==> config.mk <==
export PLATFORM = sky130hd
export DESIGN_NAME = alu_writeback
export DESIGN_NICKNAME = d
export VERILOG_FILES = /design/src/rtl/alu_pkg.sv /design/src/rtl/alu_flag_calc.sv /design/src/rtl/alu_writeback.sv
export SDC_FILE = /design/constraint.sdc
export NUM_CORES = 1
export LEC_CHECK = 0
export CAP_MARGIN = 20
export CORE_MARGIN = 5
export CORE_UTILIZATION = 40
export DETAILED_ROUTE_END_ITERATION = 10
export PLACE_DENSITY = 0.73
export SLEW_MARGIN = 30
export SYNTH_ARGS = -nofsm -noshare
export SYNTH_HDL_FRONTEND = slang
export SYNTH_SLANG_ARGS = --single-unit
==> constraint.sdc <==
create_clock -name clk -period 5.36 [get_ports clk]
set_input_delay 1.072 -clock clk [delete_from_list [all_inputs] [get_ports clk]]
set_output_delay 1.072 -clock clk [all_outputs]
set_load 0.05 [all_outputs]
==> src/rtl/alu_pkg.sv <==
// Shared definitions for the ALU write-back stage: opcodes, flag bit
// positions and the packed entry carried through the output/skid buffer.
package alu_pkg;

  localparam int ENTRY_DATA_W = 32;
  localparam int ENTRY_RD_W   = 4;

  localparam logic [2:0] OP_NOP = 3'b000;
  localparam logic [2:0] OP_ADD = 3'b001;
  localparam logic [2:0] OP_SUB = 3'b010;
  localparam logic [2:0] OP_AND = 3'b011;
  localparam logic [2:0] OP_OR  = 3'b100;
  localparam logic [2:0] OP_XOR = 3'b101;
  localparam logic [2:0] OP_NOT = 3'b110;
  localparam logic [2:0] OP_RSV = 3'b111;

  localparam int FLAG_N = 3;
  localparam int FLAG_Z = 2;
  localparam int FLAG_C = 1;
  localparam int FLAG_V = 0;

  typedef struct packed {
    logic [2:0]              opcode;
    logic [ENTRY_DATA_W:0]   result;
    logic                    op1_msb;
    logic                    op2_msb;
    logic [ENTRY_RD_W-1:0]   rd;
    logic                    set_flags;
  } entry_t;

  // NOP and the reserved opcode are consumed without producing a write-back.
  function automatic logic is_dropped(input logic [2:0] opcode);
    return (opcode == OP_NOP) || (opcode == OP_RSV);
  endfunction

endpackage

==> src/rtl/alu_flag_calc.sv <==
// Combinational next-flags computation for one retiring entry.
// V is the true two's-complement overflow derived from operand and result signs.
module alu_flag_calc
  import alu_pkg::*;
(
  input  entry_t     entry,
  input  logic [3:0] flags_cur,
  output logic [3:0] flags_next
);

  logic [ENTRY_DATA_W-1:0] data;
  logic                    data_msb;
  logic                    unused_fields;

  assign data          = entry.result[ENTRY_DATA_W-1:0];
  assign data_msb      = data[ENTRY_DATA_W-1];
  assign unused_fields = ^{entry.rd, entry.set_flags};

  always_comb begin
    flags_next         = flags_cur;
    flags_next[FLAG_N] = data_msb;
    flags_next[FLAG_Z] = (data == '0);
    case (entry.opcode)
      OP_ADD: begin
        flags_next[FLAG_C] = entry.result[ENTRY_DATA_W];
        flags_next[FLAG_V] = (entry.op1_msb == entry.op2_msb) && (data_msb != entry.op1_msb);
      end
      OP_SUB: begin
        flags_next[FLAG_C] = entry.result[ENTRY_DATA_W];
        flags_next[FLAG_V] = (entry.op1_msb != entry.op2_msb) && (data_msb != entry.op1_msb);
      end
      default: ;
    endcase
  end

endmodule

==> src/rtl/alu_writeback.sv <==
// ALU write-back stage: output register plus one skid entry, in-order retire,
// architectural N/Z/C/V flags built only when ALU_WB_FLAGS_EN is defined.
module alu_writeback
  import alu_pkg::*;
#(
  parameter int DATA_W = ENTRY_DATA_W,
  parameter int RD_W   = ENTRY_RD_W
) (
  input  logic              clk,
  input  logic              rst,
  input  logic              in_valid,
  output logic              in_ready,
  input  logic [2:0]        in_opcode,
  input  logic [DATA_W:0]   in_result,
  input  logic              in_op1_msb,
  input  logic              in_op2_msb,
  input  logic [RD_W-1:0]   in_rd,
  input  logic              in_set_flags,
  output logic              wb_valid,
  input  logic              wb_ready,
  output logic [DATA_W-1:0] wb_data,
  output logic [RD_W-1:0]   wb_rd,
  output logic [3:0]        flags
);

  entry_t in_entry;
  entry_t out_q;
  entry_t skid_q;
  logic   out_valid;
  logic   skid_valid;
  logic   in_ready_q;
  logic   keep;
  logic   retire;
  logic   skid_fill;
  logic   skid_drain;

  always_comb begin
    in_entry           = '0;
    in_entry.opcode    = in_opcode;
    in_entry.result    = in_result;
    in_entry.op1_msb   = in_op1_msb;
    in_entry.op2_msb   = in_op2_msb;
    in_entry.rd        = in_rd;
    in_entry.set_flags = in_set_flags;
  end

  assign keep       = in_valid && in_ready_q && !is_dropped(in_opcode);
  assign retire     = out_valid && wb_ready;
  assign skid_fill  = keep && out_valid && !retire;
  assign skid_drain = retire && skid_valid;

  // The skid only drains while in_ready is low, so a drain never races an accept.
  always_ff @(posedge clk) begin
    if (rst) begin
      out_q      <= '0;
      skid_q     <= '0;
      out_valid  <= 1'b0;
      skid_valid <= 1'b0;
      in_ready_q <= 1'b0;
    end else begin
      if (skid_drain) begin
        out_q      <= skid_q;
        skid_valid <= 1'b0;
      end else if (keep && (!out_valid || retire)) begin
        out_q     <= in_entry;
        out_valid <= 1'b1;
      end else if (keep) begin
        skid_q     <= in_entry;
        skid_valid <= 1'b1;
      end else if (retire) begin
        out_valid <= 1'b0;
      end
      in_ready_q <= !(skid_fill || (skid_valid && !skid_drain));
    end
  end

  assign in_ready = in_ready_q;
  assign wb_valid = out_valid;
  assign wb_data  = out_q.result[DATA_W-1:0];
  assign wb_rd    = out_q.rd;

`ifdef ALU_WB_FLAGS_EN
  logic [3:0] flags_q;
  logic [3:0] flags_next;

  alu_flag_calc u_flag_calc (
    .entry      (out_q),
    .flags_cur  (flags_q),
    .flags_next (flags_next)
  );

  always_ff @(posedge clk) begin
    if (rst) begin
      flags_q <= 4'b0000;
    end else if (retire && out_q.set_flags) begin
      flags_q <= flags_next;
    end
  end

  assign flags = flags_q;
`else
  logic unused_flag_fields;

  assign unused_flag_fields = ^{out_q.result[DATA_W], out_q.op1_msb, out_q.op2_msb,
                                out_q.set_flags, out_q.opcode};
  assign flags = 4'b0000;
`endif

endmodule
==> results_tabular.tex, run 1 <==
\begin{tabular}{lr}
\hline
Metric & Value \\
\hline
\multicolumn{2}{l}{\textbf{Outcome}} \\
\quad Result of the run & finished clean \\
\multicolumn{2}{l}{\textbf{Synthesis}} \\
\quad Total of flip-flops plus latches after synthesis & 75 \\
\quad Top area cells in the synthesized netlist & dfxtp\_1 (46\%), a211oi\_2 (13\%), mux2i\_1 (11\%), a21oi\_1 (5.7\%), nand3\_1 (5.7\%) \\
\quad Xor and xnor fraction of the mapped netlist area & 0\% \\
\quad Synth warn & 0 \\
\quad Proportion of synthesized area in mux cells & around 11\% \\
\quad Synthesized cell area & 3260 um2 \\
\quad Portion of the post-synthesis area used by sequential elements & 46.1\% \\
\quad Synthesized area per cell & roughly 9.4 um2 \\
\quad Distinct cell type count after synthesis & 23 \\
\quad Main combinational cell family by area after synthesis & compound AO/OA/AOI/OAI gates \\
\quad Adder and majority cell fraction of the synthesized area & 0\% \\
\quad Compound-Gate Fraction of Synth Area & 20.4\% \\
\quad Library cell occupying the most area in the post-synthesis netlist & dfxtp\_1 \\
\quad Area share of the leading cell type in the synthesized netlist & 46.1\% \\
\quad Synth Instances & around 350 \\
\quad Area fraction in and, or, nand and nor cells after synthesis & 16.3\% \\
\multicolumn{2}{l}{\textbf{Hold path}} \\
\quad Min-delay src & skid\_q[4] \\
\quad Worst hold path endpoint & skid\_q[4] \\
\quad Cell depth of the worst min-delay path & 2 \\
\quad Hold/Removal Path Class & register to register \\
\multicolumn{2}{l}{\textbf{Timing}} \\
\quad Final critical-path share of the clock period & between 50\% and 60\% \\
\quad Tightest Pin Transition & 0.831 ns \\
\quad Normalized max-slew margin & around 44\% \\
\quad Layout Skew & a little over 0.01 ns \\
\quad Max-slew violations & 0 \\
\quad Hold violation count in the final report & 0 \\
\quad Fin Setup TNS & 0 ns \\
\quad Achievable Freq & about 350 MHz \\
\quad Endpoints failing setup & 0 \\
\quad RSZ-0062 raised after global routing & no \\
\quad Hold slack final & 0.455 ns \\
\quad Min Tclk post-route & 2.84 ns \\
\multicolumn{2}{l}{\textbf{CTS}} \\
\quad Gates resized, CTS repair & 0 \\
\quad H-tree lvl count & 3 \\
\quad Clk Tree Root Cell & clkbuf\_8 \\
\quad Clock tree from TritonCTS & done \\
\quad Number of hold-repair buffers added at the cts stage & 0 \\
\quad Clock Pin Slew Worst Setup and Hold Paths & 0.08 ns \\
\quad Skew-Pair Late Insertion Delay & 0.33 ns \\
\quad Maximum buffer depth of the clock tree & 2 \\
\quad Sinks on the clock net & 75 \\
\quad Cts bufs inserted & 9 \\
\quad Post-CTS setup buffer count & 0 \\
\multicolumn{2}{l}{\textbf{Floorplanning}} \\
\quad Initial Utilization & 40.3\% \\
\quad Number of placed I/O pins & 89 \\
\quad Standard cell core area & 8090 um2 \\
\quad Core Rows & 33 \\
\quad Die Outline Area & 10100 um2 \\
\quad Die span in y & 100 um \\
\quad DIE WIDTH & 100 um \\
\multicolumn{2}{l}{\textbf{Drt}} \\
\quad Via count & 2656 \\
\quad Via-to-Cell Ratio & 5.12 \\
\quad Final routed wire length divided by cell count & 13.9 um \\
\quad DR iter-0 viols & 74 \\
\quad DRT Pass-1 Iters & 4 \\
\quad DRC violation count after routing & 0 \\
\quad Wire length reported by the detailed router & between 7000 and 8000 um \\
\quad Count of antenna-violating nets left after detailed routing & 0 \\
\multicolumn{2}{l}{\textbf{Pwr}} \\
\quad Pwr/cell area & slightly above 300 nW/um2 \\
\quad Total leakage power & around 1.7 nW \\
\quad Peak supply drop & 0.166 mV \\
\multicolumn{2}{l}{\textbf{Global routing}} \\
\quad Vias in the first global route & 2619 \\
\quad Global-route wire length before repair & 11900 um \\
\quad Antenna violations before repair & 0 \\
\quad Largest net degree at the start of global routing & 76 \\
\quad Aggregate global-route resource usage & between 10 and 15\% \\
\quad Gr ovfl total & 0 \\
\multicolumn{2}{l}{\textbf{Finish}} \\
\quad Post-route standard cell area excluding fillers & 4280 um2 \\
\quad Fraction of layout cells with a size suffix above 1 & 14.0\% \\
\quad Area added between synthesis and finish & 31.4\% \\
\quad Utilization after layout & 52.9\% \\
\quad \# nets final & around 460 \\
\quad Antenna cells & 0 \\
\multicolumn{2}{l}{\textbf{Run}} \\
\quad Max capacitance violation total & 0 \\
\multicolumn{2}{l}{\textbf{Critical path}} \\
\quad Maximum fanout along the worst path & 38 \\
\quad Startpoint Class & input port \\
\quad R2r endpoint & wb\_data[11] \\
\quad Cell depth of the worst flop-to-flop path & 5 \\
\quad Critical Path End Type & register \\
\quad Critical register-to-register path startpoint & wb\_valid \\
\quad Worst setup path start & wb\_ready \\
\quad Crit path required time & 5.55 ns \\
\quad Arrival time worst endpoint & 3.03 ns \\
\quad Worst-case register-to-register setup slack & approximately 3.4 ns \\
\quad Worst setup path class & input port to register \\
\multicolumn{2}{l}{\textbf{Placed design}} \\
\quad Final weighted congestion in routability-driven placement & 0.691 \\
\quad Port Buf Inserts & 80 \\
\quad Area of placed instances & 4060 um2 \\
\quad Detail Placement HPWL & 4650 um \\
\hline
\end{tabular}
state kept, by name, summed over array words and instances (netlist names):
signal,cells
wb_data,32
wb_rd,4
in_ready,1
wb_valid,1
skid_valid,1
skid_q,36
Yosys cell counts:
cell and instances:
and3_1 1, or3_1 2, buf_2 6, nor4b_1 1
a21oi_1 37, a211oi_2 34, inv_1 1, nand3_1 37
nor3_1 1, o41ai_4 1, o21ai_0 2, mux2i_1 36
nor3_2 1, clkbuf_1 18, buf_4 7, dfxtp_1 75
nor2_1 37, nand4b_1 1, a211oi_1 2, conb_1 1
nand2_1 38, buf_6 4, nor2b_1 2
metal layers:
layer | global-route usage (%) | up-vias | share of wire (%)
li1 | - | 1327 | -
met1 | 17.9 | 1266 | 46
met2 | 24.4 | 59 | 48
met3 | 4.86 | 4 | 5.6
met4 | 3.73 | 0 | 0.35
met5 | 0 | - | 0
where the power goes:
group	internal [mW]	switching [mW]
Combinational	0.0908	0.147
Clock	0.263	0.203
Sequential	0.580	0.0127
critical path: stages:
cell and delay [ns]:
clkdlybuf4s50_1 0.52, nand3_4 0.47, buf_4 0.53, mux2i_1 0.30, a211oi_2 0.09
cell families after synthesis:
kind of cell | after synthesis
DFF | 75
buffers and inverters | 36
muxes | 36
and+or+nand+nor | 121
other | 1
AOI/OAI and AO/OA | 76
cells in the final DEF (no fill, tap or decap), types with 4 or more instances in the layout:
master / instances
nand3_1: 36
clkdlybuf4s50_1: 79
nor2_1: 37
conb_1: 4
dfxtp_1: 75
a211oi_2: 34
mux2i_1: 36
clkbuf_8: 9
nand2_1: 38
a21oi_1: 37
buf_4: 5
metrics by stage:
| step | power [mW] | instances | worst slack, ns |
|---|---|---|---|
| CTS | 1.31 | 519 | 2.51 |
| global placement | 0.841 | 503 | 2.19 |
| detailed placement | 0.845 | 503 | 2.16 |
| global route | 1.36 | 519 | 2.34 |
| finish | 1.30 | 519 | 2.52 |
| floorplan | 0.763 | 348 | 2.87 |
area by class of cell:
class	count	area, um2
tap	105	131
clock buffer	10	128
multi-input combinational	237	1590
fill	761	3810
clock inverter	6	90.1
timing repair buffer	85	840
sequential	75	1500
inverter	1	3.75
how the worst max path moves through the flow:
stage	to	cells past startpoint
finish	wb_data[26]	5
CTS	wb_data[13]	5
detailed placement	wb_data[26]	5
floorplan	wb_data[27]	6
global placement	wb_data[25]	5
global route	wb_rd[1]	6
(Power assumes the default switching activity.)
==> run 2, diff against run 1 <==
PLACE_DENSITY = 0.76   (was 0.73)
clock period = 2.3 ns   (was 5.36 ns; I/O delays follow)
==> run 2 against run 1 <==
  * Cell count rose by 0.77%
  * Critical path depth fell by 4
  * First-iteration DRC count rose by 50%
  * Global-route usage rose by 0.22 points
  * Combinational power rose by 140%
  * Via count rose by 1.2%
  * Non-clock buffer count rose by 4
  * Clock power rose to 2.6 times the previous value
  * Worst setup slack got worse by 2.4 ns
  * Hold slack improved by 0.00097 ns
==> results_tabular.tex, run 2 (synthesis gave the netlist of run 1 again) <==
\begin{tabular}{lr}
\hline
Metric & Value \\
\hline
\multicolumn{2}{l}{\textbf{Timing}} \\
\quad Hold slack final & 0.456 ns \\
\quad Achievable Freq & 466 MHz \\
\quad Endpoints failing setup & 0 \\
\quad Max-slew violations & 0 \\
\quad Normalized max-slew margin & 43.6\% \\
\quad Tightest Pin Transition & 0.840 ns \\
\quad Final critical-path share of the clock period & $\sim$93\% \\
\quad Hold violation count in the final report & 0 \\
\quad RSZ-0062 raised after global routing & no \\
\quad Setup slack after layout & 0.156 ns \\
\quad Layout Skew & 0.0113 ns \\
\quad Min Tclk post-route & 2.14 ns \\
\multicolumn{2}{l}{\textbf{Finish}} \\
\quad Fill cells & 742 \\
\quad Final Non-Filler Cells & 523 \\
\quad Commonest non-fill, non-tap cell in the layout & clkdlybuf4s50\_1 \\
\quad Most flop-heavy register & skid\_q \\
\quad Largest register FFs & 36 \\
\quad Highest-count cells in the layout ignoring fill and taps & clkdlybuf4s50\_1 (79), dfxtp\_1 (75), nand2\_1 (38), a21oi\_1 (37), nor2\_1 (37) \\
\quad Fraction of layout cells with a size suffix above 1 & 15.1\% \\
\quad \# nets final & 460 \\
\quad Area added between synthesis and finish & 35.8\% \\
\quad Antenna cells & 0 \\
\multicolumn{2}{l}{\textbf{Pwr}} \\
\quad Part of the power in the clock network & 38.7\% \\
\quad Portion of total power attributed to combinational logic & between 10\% and 20\% \\
\quad Total leakage power & around 1.7 nW \\
\quad Pwr/cell area & $\sim$700 nW/um2 \\
\quad Internal power component & 2.30 mW \\
\quad Peak supply drop & approximately 0.4 mV \\
\quad Sequential group share of total power & 43.4\% \\
\quad Total power & 3.18 mW \\
\quad Switching share of power & between 20\% and 30\% \\
\quad Switching power total & 0.880 mW \\
\multicolumn{2}{l}{\textbf{Global routing}} \\
\quad Layer carrying the most global-route usage & met2 \\
\quad Met3 demand-to-capacity share in global routing & 5.98\% \\
\quad Antenna violations before repair & 0 \\
\quad Vias in the first global route & 2587 \\
\quad Aggregate global-route resource usage & 14.7\% \\
\quad Largest net degree at the start of global routing & 41 \\
\quad Global-route track usage on met2 & 23.4\% \\
\quad Met1 track utilization from global routing & 18.3\% \\
\quad Global-route wire length before repair & 12100 um \\
\quad Gr ovfl total & 0 \\
\multicolumn{2}{l}{\textbf{CTS}} \\
\quad Clk Tree Root Cell & clkbuf\_8 \\
\quad H-tree lvl count & 3 \\
\quad Clock Pin Slew Worst Setup and Hold Paths & 0.08 ns \\
\quad Sinks on the clock net & between 70 and 80 \\
\quad Skew-Pair Late Insertion Delay & 0.35 ns \\
\quad Cts bufs inserted & 9 \\
\quad Gates resized, CTS repair & 0 \\
\quad Maximum buffer depth of the clock tree & 2 \\
\quad Post-CTS setup buffer count & 0 \\
\quad Number of hold-repair buffers added at the cts stage & 0 \\
\quad Clock tree from TritonCTS & done \\
\multicolumn{2}{l}{\textbf{Critical path}} \\
\quad Worst setup path class & register to primary output \\
\quad Critical register-to-register path startpoint & wb\_valid \\
\quad Arrival time worst endpoint & 1.68 ns \\
\quad Critical Path Max Stage Delay & 0.86 ns \\
\quad Critical Path End Type & primary output \\
\quad Cell depth of the worst flop-to-flop path & 5 \\
\quad Crit path required time & 1.84 ns \\
\quad Cell family with the largest share of critical-path delay & buffers and inverters \\
\quad R2r endpoint & wb\_rd[2] \\
\quad Worst-case register-to-register setup slack & about 0.63 ns \\
\quad Critical Path, Cell by Cell & clkdlybuf4s50\_1 \\
\quad Worst-path cell with the longest stage delay & clkdlybuf4s50\_1 \\
\quad Buffering stage count on the worst path with inverters included & 1 \\
\quad Maximum fanout along the worst path & 7 \\
\quad Startpoint Class & register \\
\multicolumn{2}{l}{\textbf{Drt}} \\
\quad Count of antenna-violating nets left after detailed routing & 0 \\
\quad Via-to-Cell Ratio & between 5 and 6 \\
\quad DRT Pass-1 Iters & 4 \\
\quad Via count & 2688 \\
\quad Wire length reported by the detailed router & 7320 um \\
\quad DR iter-0 viols & 111 \\
\quad Final routed wire length divided by cell count & 14.0 um \\
\quad DRC violation count after routing & 0 \\
\multicolumn{2}{l}{\textbf{Floorplanning}} \\
\quad Die span in y & 100 um \\
\quad DIE WIDTH & 100 um \\
\quad Standard cell core area & $\sim$8000 um2 \\
\quad Initial Utilization & 40.3\% \\
\quad Number of placed I/O pins & 89 \\
\quad Die Outline Area & 10100 um2 \\
\quad Core Rows & 33 \\
\multicolumn{2}{l}{\textbf{Hold path}} \\
\quad Cell depth of the worst min-delay path & 2 \\
\quad Min-delay src & skid\_q[4] \\
\quad Hold/Removal Path Class & register to register \\
\quad Worst hold path endpoint & skid\_q[4] \\
\multicolumn{2}{l}{\textbf{Placed design}} \\
\quad Worst setup slack before clock tree synthesis & -0.0937 ns \\
\quad Port Buf Inserts & 80 \\
\quad Final weighted congestion in routability-driven placement & between 0.7 and 0.8 \\
\quad Detail Placement HPWL & 4750 um \\
\quad Cell total after placement & between 500 and 600 \\
\multicolumn{2}{l}{\textbf{Outcome}} \\
\quad Result of the run & finished clean \\
\multicolumn{2}{l}{\textbf{Run}} \\
\quad Max capacitance violation total & 0 \\
\hline
\end{tabular}
-- run 2: layout make-up --
cell class,count,area (um2),area share (%)
Inverter,1,3.75,0.0848
Timing Repair Buffer,89,953,21.5
Clock buffer,9,124,2.80
Clock inverter,7,123,2.77
Sequential cell,75,1500,33.9
Tap cell,105,131,2.97
Multi-Input combinational cell,237,1590,35.9
-- run 2: power by group through the flow --
| stage | combinational, mW | clock (mW) | sequential [mW] |
|---|---|---|---|
| after global routing | 0.606 | 1.33 | 1.39 |
| after floorplan | 0.202 | 0 | 1.58 |
| final | 0.569 | 1.23 | 1.38 |
| after global placement | 0.567 | 0 | 1.41 |
| after CTS | 0.575 | 1.28 | 1.38 |
| after detailed placement | 0.574 | 0 | 1.41 |
-- run 2: worst max path at each step --
stage / startpoint / depth (start not counted) / to
detailed placement: in_opcode[0] / 6 / wb_rd[2]
floorplan: in_opcode[2] / 6 / wb_data[27]
finish: wb_valid / 1 / wb_valid
global route: wb_valid / 1 / wb_valid
global placement: in_opcode[0] / 6 / wb_data[4]
CTS: wb_valid / 1 / wb_valid
-- run 2: tightest hold or removal path: stages, from the launching register on --
cell and delay [ns]:
dfxtp_1 0.31, nand2_1 0.05, a21oi_1 0.05
-- run 2: metal layers --
| layer | part of all wire (%) | up-vias | wire length, um |
|---|---|---|---|
| met2 | 47 | 65 | 3450 |
| met1 | 45 | 1276 | 3320 |
| met4 | 0.93 | 0 | 68 |
| met3 | 6.6 | 7 | 486 |
| li1 | - | 1340 | - |
| met5 | 0 | - | 0 |
-- run 2: through the flow --
| stage | instance area (um2) | util (%) | TNS, ns |
|---|---|---|---|
| floorplan | 3270 | - | 0 |
| global placement | 4180 | 51.6 | -2.29 |
| detailed placement | 4180 | 51.6 | -4.11 |
| CTS | 4420 | 54.7 | 0 |
| global route | 4420 | 54.7 | 0 |
| finish | 4420 | 54.7 | 0 |
==> run 3, diff against run 2 <==
CAP_MARGIN = 15   (was 20)
==> results of run 3 <==
Final layout, timing and power as in run 2 (identical DEF).
==> variant 1 (settings of run 2) <==
Set the package constant `ENTRY_RD_W` to 5 (it was 4).
--- a/src/rtl/alu_pkg.sv
+++ b/src/rtl/alu_pkg.sv
@@ -4,5 +4,5 @@
 
   localparam int ENTRY_DATA_W = 32;
-  localparam int ENTRY_RD_W   = 4;
+  localparam int ENTRY_RD_W   = 5;
 
   localparam logic [2:0] OP_NOP = 3'b000;
Ports: changed (resized in_rd and wb_rd); port bits go from 89 to 91. The function was not compared with the original's and may differ.
==> variant 1 against run 2 <==
  * Power decreased by 1.4%
  * Critical endpoint is now wb_data[1]$_SDFFE_PP0P_
  * Sequential cell count increased by 2
  * Hold slack got worse by 0.0013 ns
  * Wire length increased by 4.2%
  * Critical path type is now in -> reg
  * Critical path depth increased by 6
  * Synthesized area increased by 1.8%
  * Design area increased by 1.4%
  * Combinational power increased by 2%
  * Setup slack got worse by 0.022 ns
==> variant 1: results <==
final_layout:
  nFlopsAndLatches: 77
  clk_share: 0.0502
  nets: 475
  buffers: 95
  buf_share: 0.218
  largest_register_ffs: 37
  nFillCells: 712
  multiInputGateArea_um2: 1610
  drive_above_1_share: 0.146
  comb.multi_input.count: 243
  clkbuf_count: 11
sta:
  slew_headroom: 0.392
  fin_skew_ns: 0.00996
  worst_hold_slack_ns: 0.455
placement:
  placed_cell_area_um2: 4260
  gp_congestion: 0.704
  port_buffers: 82
  dpl.hpwl_um: 5160
worst_setup_path:
  cp.arrival_ns: 2.38
  path_max_fanout: 9
global_routing:
  grtUsageTotal: 0.151
  grt_pass1_vias: 2698
  use_met2: 0.236
  grt_max_degree: 45
  grtUsageMet1: 0.197
routing:
  viasPerCell: 5.09
  wl_per_cell_um: 14.2
  routedLengthMet1_um: 3480
  routed-wl-met2_um: 3560
  drtIter0Drc: 90
floorplan:
  dieArea_um2: 10200
yosys:
  synthCells: 354
  synthTopCellsByCount: "77 x dfxtp_1, 39 x nand2_1, 38 x a21oi_1, 38 x nand3_1, 38 x nor2_1"
  netlist_top_cells_area: "dfxtp_1 46%, a211oi_2 11%, mux2i_1 11%"
run_status:
  status: "completed"
pwr:
  leakagePower_nw: 1.74
  peakVddDrop_v: 0.000291
## variant 1: cell count changes after synthesis, sizes merged
cell and change:
buf +6, clkbuf -5, a21oi +1, a211oi +1
mux2i +1, nor2 +1, dfxtp +2, nand2 +1
nand3 +1
## variant 1: critical path: stages
cell and delay, ns:
clkdlybuf4s50_1 0.43, nor3_1 0.75, o41ai_4 0.17, buf_4 0.19, buf_4 0.17, nor2_1 0.14, a211oi_2 0.06
## variant 1: report_power, final
| part | total (W) | switching, W | internal (W) |
|---|---|---|---|
| Combinational | 0.000581 | 0.000353 | 0.000227 |
| Clock | 0.00114 | 0.000495 | 0.000643 |
| Sequential | 0.00142 | 0.0000306 | 0.00139 |
## variant 1: path summary, 6_finish.rpt
check | from | endpoint | depth (start not counted)
setup / recovery | in_opcode[0] | wb_data[1]$_SDFFE_PP0P_ | 7
hold / removal | skid_q[18]$_SDFFE_PP0P_ | skid_q[18]$_SDFFE_PP0P_ | 2
setup reg to reg | wb_valid$_SDFFE_PP0P_ | wb_rd[2]$_SDFFE_PP0P_ | 5
hold reg to reg | skid_q[18]$_SDFFE_PP0P_ | skid_q[18]$_SDFFE_PP0P_ | 2
## variant 1: logic make-up (layout without fill, tap and decap cells)
| group | count (synthesis) | in the layout | share of synthesized area |
|---|---|---|---|
| AO/OA/AOI/OAI | 78 | 78 | 0.194 |
| buffers and inverters | 37 | 112 | 0.0630 |
| flip-flops | 77 | 77 | 0.465 |
| multiplexers | 37 | 37 | 0.112 |
| other | 1 | 4 | 0.00113 |
| AND/OR/NAND/NOR | 124 | 124 | 0.165 |
## variant 1: through the flow
step | TNS (ns) | setup slack, ns
finish | 0 | 0.133
global route | 0 | 0.0277
CTS | 0 | 0.129
detailed placement | -12.58 | -0.243
global placement | -7.24 | -0.148
floorplan | 0 | 0.554
==> variant 2 (flow settings as in run 2) <==
Without the edit above. Add a define of `ALU_WB_FLAGS_EN`.
--- a/src/rtl/alu_writeback.sv
+++ b/src/rtl/alu_writeback.sv
@@ -1,4 +1,6 @@
 // ALU write-back stage: output register plus one skid entry, in-order retire,
 // architectural N/Z/C/V flags built only when ALU_WB_FLAGS_EN is defined.
+`define ALU_WB_FLAGS_EN
+
 module alu_writeback
   import alu_pkg::*;
Check against the original RTL: not equivalent (a bounded check fails within 4 cycles, from zero or initial values and one cycle with rst high).
==> variant 2 against run 2 <==
  * Synthesized area increased by 27%
  * Design area up 16%
  * Sequential share of layout area is 2.2 points higher
  * First-iteration DRC count grew 50%
  * Final cell count grew 26%
  * Setup slack worse by 0.042 ns
  * Die area grew 24%
  * Sequential power rose by 25%
  * Global-route usage grew 0.19 points
  * Wire length grew 30%
  * Power rose by 5.1%
  * Critical path depth unchanged
  * Sequential cell count rose by 18
  * Hold slack is essentially flat
  * Critical path type unchanged
  * Critical endpoint unchanged
  * Largest power group unchanged
==> variant 2: results <==
placement:
  gp_congestion: 0.733
  placed_cell_area_um2: 4960
  dp_cells: 643
  dpl.hpwl_um: 6520
final_layout:
  multi_input_area_share: 0.361
  nNonClkInverters: 2
  multiInputGateArea_um2: 1860
  largest_class: "flip-flops and latches"
  comb.multi_input.count: 306
  drive_above_1_share: 0.0727
  largest_register_ffs: 43
  nets: 565
pwr:
  peakVddDrop_v: 0.000268
routing:
  routedLengthMet1_um: 4230
  drtIter0Drc: 167
worst_setup_path:
  rrSetupSlack_ns: 0.49
  path_max_fanout: 8
  cp.arrival_ns: 1.73
global_routing:
  grt_pass1_vias: 3172
  grt_pass1_wl_um: 15500
  grtUsageMet1: 0.188
yosys:
  ys_ff_latch: 93
  synthTopCellsByCount: "93 x dfxtp_1, 48 x nor2_1, 47 x nand3_1"
  netlist_top_cells_area: "dfxtp_1 45%, mux2i_1 11%, a211oi_1 8.0%"
  netlist-cell-type-count: 32
run_status:
  status: "completed"
sta:
  worst_slew_pin_slew_ns: 0.964
## variant 2: cell types whose count changed after synthesis, sizes merged, moves of 9 or more
cell / change
buf: +32
nor4: +9
dfxtp: +18
nor2: +11
nand3: +10
## variant 2: stage by stage
stage               setup slack (ns)  hold slack, ns  total power, W
finish                         0.114           0.457         0.00334
global route                  0.0274           0.480         0.00349
CTS                           0.0897           0.460         0.00338
detailed placement            -0.178           0.446         0.00234
global placement             -0.0985           0.439         0.00233
floorplan                      0.383           0.432         0.00215
## variant 2: path summary, 6_finish.rpt
kind / cells past startpoint / startpoint / to
worst max register to register: 5 / wb_data[28]$_SDFFE_PP0P_ / flags[2]$_SDFFE_PP0P_
worst min-delay path: 2 / skid_q[31]$_SDFFE_PP0P_ / skid_q[31]$_SDFFE_PP0P_
worst min register to register: 2 / skid_q[31]$_SDFFE_PP0P_ / skid_q[31]$_SDFFE_PP0P_
worst max-delay path: 1 / wb_valid$_SDFFE_PP0P_ / wb_valid
